[src/rtl/counter_pkg.sv]
// Shared types for the counter family: bound behaviour selector used by
// prog_counter and later counter variants.
package counter_pkg;

    typedef enum logic {
        CNT_WRAP = 1'b0,
        CNT_SAT  = 1'b1
    } cnt_mode_e;

endpackage

[src/rtl/prog_counter_tick_gen.sv]
// Enable prescaler: emits one STEP per PRESCALE enabled cycles.
// CLR restarts the prescale window and suppresses the step.
module tick_gen #(
    parameter int PRESCALE = 1
) (
    input  logic clk,
    input  logic rst_n,
    input  logic EN,
    input  logic CLR,
    output logic STEP
);

    localparam int PC_W = (PRESCALE > 1) ? $clog2(PRESCALE) : 1;
    localparam logic [PC_W-1:0] PC_LAST = PC_W'(PRESCALE - 1);

    logic [PC_W-1:0] pc;

    assign STEP = EN && !CLR && (pc == PC_LAST);

    // EN low freezes pc so a paused window resumes without losing progress
    always_ff @(posedge clk or negedge rst_n) begin
        if (!rst_n) begin
            pc <= '0;
        end else if (CLR) begin
            pc <= '0;
        end else if (EN) begin
            pc <= (pc == PC_LAST) ? '0 : pc + PC_W'(1);
        end
    end

endmodule

[src/rtl/prog_counter.sv]
// Up/down counter with programmable terminal value, load clamp,
// wrap/saturate bound handling, prescaled enable and terminal-count pulse.
module prog_counter
    import counter_pkg::*;
#(
    parameter int        WIDTH    = 8,
    parameter int        PRESCALE = 1,
    parameter cnt_mode_e MODE     = CNT_WRAP
) (
    input  logic             clk,
    input  logic             rst_n,
    input  logic             EN,
    input  logic             UP,
    input  logic             LD,
    input  logic [WIDTH-1:0] LD_VAL,
    input  logic [WIDTH-1:0] TOP,
    output logic [WIDTH-1:0] CNT,
    output logic             MAX,
    output logic             ZERO,
    output logic             TC
);

    logic step;
    logic up_bound;
    logic dn_bound;

    tick_gen #(
        .PRESCALE(PRESCALE)
    ) u_tick (
        .clk  (clk),
        .rst_n(rst_n),
        .EN   (EN),
        .CLR  (LD),
        .STEP (step)
    );

    // >= so a count left above a lowered TOP is still treated as at bound
    assign up_bound = (CNT >= TOP);
    assign dn_bound = (CNT == '0);

    always_ff @(posedge clk or negedge rst_n) begin
        if (!rst_n) begin
            CNT <= '0;
            TC  <= 1'b0;
        end else if (LD) begin
            CNT <= (LD_VAL > TOP) ? TOP : LD_VAL;
            TC  <= 1'b0;
        end else if (step) begin
            if (UP) begin
                if (up_bound) begin
                    CNT <= (MODE == CNT_SAT) ? TOP : '0;
                    TC  <= 1'b1;
                end else begin
                    CNT <= CNT + WIDTH'(1);
                    TC  <= 1'b0;
                end
            end else begin
                if (dn_bound) begin
                    CNT <= (MODE == CNT_SAT) ? '0 : TOP;
                    TC  <= 1'b1;
                end else begin
                    CNT <= CNT - WIDTH'(1);
                    TC  <= 1'b0;
                end
            end
        end else begin
            TC <= 1'b0;
        end
    end

    assign MAX  = (CNT == TOP);
    assign ZERO = (CNT == '0);

endmodule

[config.mk]
export PLATFORM = sky130hd
export DESIGN_NAME = prog_counter
export DESIGN_NICKNAME = d
export VERILOG_FILES = /design/src/rtl/counter_pkg.sv /design/src/rtl/prog_counter_tick_gen.sv /design/src/rtl/prog_counter.sv
export SDC_FILE = /design/constraint.sdc
export NUM_CORES = 1
export LEC_CHECK = 0
export CAP_MARGIN = 20
export CORE_AREA = 2 2 77 49
export CTS_CLUSTER_SIZE = 25
export DETAILED_ROUTE_END_ITERATION = 8
export DIE_AREA = 0 0 79 51
export DONT_BUFFER_PORTS = 1
export PLACE_DENSITY = 0.57
export SLEW_MARGIN = 20
export SYNTH_ARGS = -nofsm -noshare
export SYNTH_HDL_FRONTEND = slang
export SYNTH_HIERARCHICAL = 1
export SYNTH_SLANG_ARGS = --single-unit
[constraint.sdc]
create_clock -name clk -period 3.7 [get_ports clk]
set_input_delay 1.11 -clock clk [delete_from_list [all_inputs] [get_ports clk]]
set_output_delay 1.11 -clock clk [all_outputs]
set_load 0.05 [all_outputs]
==> results.tsv <==
metric	value	unit
full die area	0.00403	sq mm
ys async rst share	100	%
CTS tree	done	
cell row count	17	
Synth area leaders	ha_1 (17%), dfrtp_1 (16%), mux2i_1 (6.5%)	
Highest Clock Rate	0.324	GHz
clock sink total	9	
die height	51	microns
clock input transition at the sequential cells of the worst setup and hold paths	50	ps
fin util	43.0	%
Yosys cell types	48	
Total Routing Usage GR	22.0	%
Syn Area/Cell	8.09	sq um
Total Power	0.552	mW
post-layout min period	3090	ps
EDFF count, synth	0	
Setup TNS	0	ps
Placeable Area	0.00345	sq mm
maximum level of the CTS H-tree	1	
global-route wire length before repair	6690	microns
Power Density	372	mW/mm^2
wire per inst	18.7	microns
initial antenna violation count	0	
Post-synth top cells	ha_1 (19), inv_1 (15), nor2_1 (12)	
headroom to the max-slew limit	43.7	%
initial DRC count	99	
Critical Path End Type	output pin	
Hold Violations, Final	0	
WP data arrival	1980	ps
register area share after synthesis	16.3	%
Initial Util	40.1	%
Final Max Tran Viols	0	
hold bufs inserted after CTS	0	
Layout Nets	213	
final setup fails	0	
# IOs	32	
clock root buffer	clkbuf_8	
total CTS buffers	3	
die width	79	microns
DR vias/cell	6.18	
Hold Crit Class	primary input to async pin	
dpl hpwl	3210	microns
count leader, synth	ha_1	
max-cap check violation count	0	
Critical Path RT	2590	ps
Hold WS	562	ps
Initial DRT Pass Iterations	4	
CTS max path bufs	2	
DRT Wirelength	4090	microns
Worst Path Max Fanout	3	
Via Count	1354	
area grow syn2layout	7.15	%
number of synthesis warnings	6	
post-CTS setup buffer count	0	
Slew @ Worst Pin	844	ps
P_leak	0.651	nW
Gate Count Post-Synth	171	
layout cells sized above 1	11.0	%
top cell type's share of synthesized area	17.2	%
# port buffers	0	
outcome	complete, no violations	
Max VDD drop	0.000173	V
vias in the first global route	1253	
post-synthesis register bit count	9	
ANT cells	0	
insertion delay to the later sink of the worst-skew pair	240	ps
kind of critical path	primary input to output pin	
Main synth FF type	dfrtp_1	
skew final	5.66	ps
synthesized area	0.00138	sq mm
RSZ-0062 raised after global routing	no	
post_cts resized	0	
DRC violations left	0	
post-synth top area cell	ha_1	
GRT overflow	0	
CP startpoint kind	primary input	
period utilization	83.4	%
largest net degree at the start of global routing	19	
syn_nets	211	
Routability Congestion	0.858	
post-route ant nets	0	
## through the flow
step / area (sq um) / setup slack [ps] / cells
after floorplan: 1380 / 382 / 171
after global placement: 1440 / 639 / 215
after detailed placement: 1440 / 632 / 215
after CTS: 1480 / 623 / 219
after global routing: 1480 / 534 / 219
final: 1480 / 613 / 219
## worst max-delay path, cell delays in order
cell and delay, ps:
inv_1 50, ha_1 290, nand4_1 180, nor2_1 150
buf_4 200
## cell families after synthesis
kind of cell | Yosys count | synth area share, %
AO/OA/AOI/OAI | 47 | 23.6
XOR/XNOR | 5 | 3.17
adder cells (fa/ha/maj) | 19 | 17.2
buffers and inverters | 26 | 8.60
flip-flops | 9 | 16.3
multiplexers | 10 | 7.33
AND/OR/NAND/NOR | 55 | 23.8
## layer usage
layer / part of all wire, % / global-route usage [%] / vias up
met2: 44 / 32.9 / 59
met5: 0 / 0 / -
met3: 8.0 / 9.01 / 7
met1: 47 / 29.3 / 650
met4: 0.83 / 6.03 / 0
li1: - / - / 638
## cell usage in the layout (no fill, tap or decap), types with 6 or more instances in the layout
master   Yosys  routed
a21oi_1      8       8
buf_4        0       7
dfrtp_1      9       9
ha_1        19      19
inv_1       15      15
mux2i_1      9       9
nand2_1      7       7
nand3_1      6       6
nor2_1      12      12
nor2b_1      9       9
## registers in the layout, indices dropped and copies added, names as in the netlist
| signal | cells |
|---|---|
| CNT | 8 |
| TC | 1 |
## power breakdown
part / total [mW] / internal [mW] / switching (mW)
Combinational: 0.249 / 0.102 / 0.148
Clock: 0.119 / 0.0755 / 0.0438
Sequential: 0.183 / 0.113 / 0.0699
## worst paths after layout
kind	depth (start not counted)	to	startpoint	slack, ps
max	5	MAX	TOP[7]	610
min	0	CNT[0]$_DFFE_PN0P_	rst_n	560
max reg2reg	7	CNT[5]$_DFFE_PN0P_	CNT[5]$_DFFE_PN0P_	1100
min reg2reg	2	CNT[3]$_DFFE_PN0P_	CNT[3]$_DFFE_PN0P_	840
max in group asynchronous	0	CNT[6]$_DFFE_PN0P_	rst_n	3060
min in group clk	2	CNT[3]$_DFFE_PN0P_	CNT[3]$_DFFE_PN0P_	840
## cell type report
class	count	area (sq um)
fillers	353	1960
well taps	47	58.8
flip-flops and latches	9	225
clock buffers	4	45.0
repair buffers	7	52.6
inverters	16	61.3
multi-input cells	136	1040
Power figures use the tool's default switching activity.
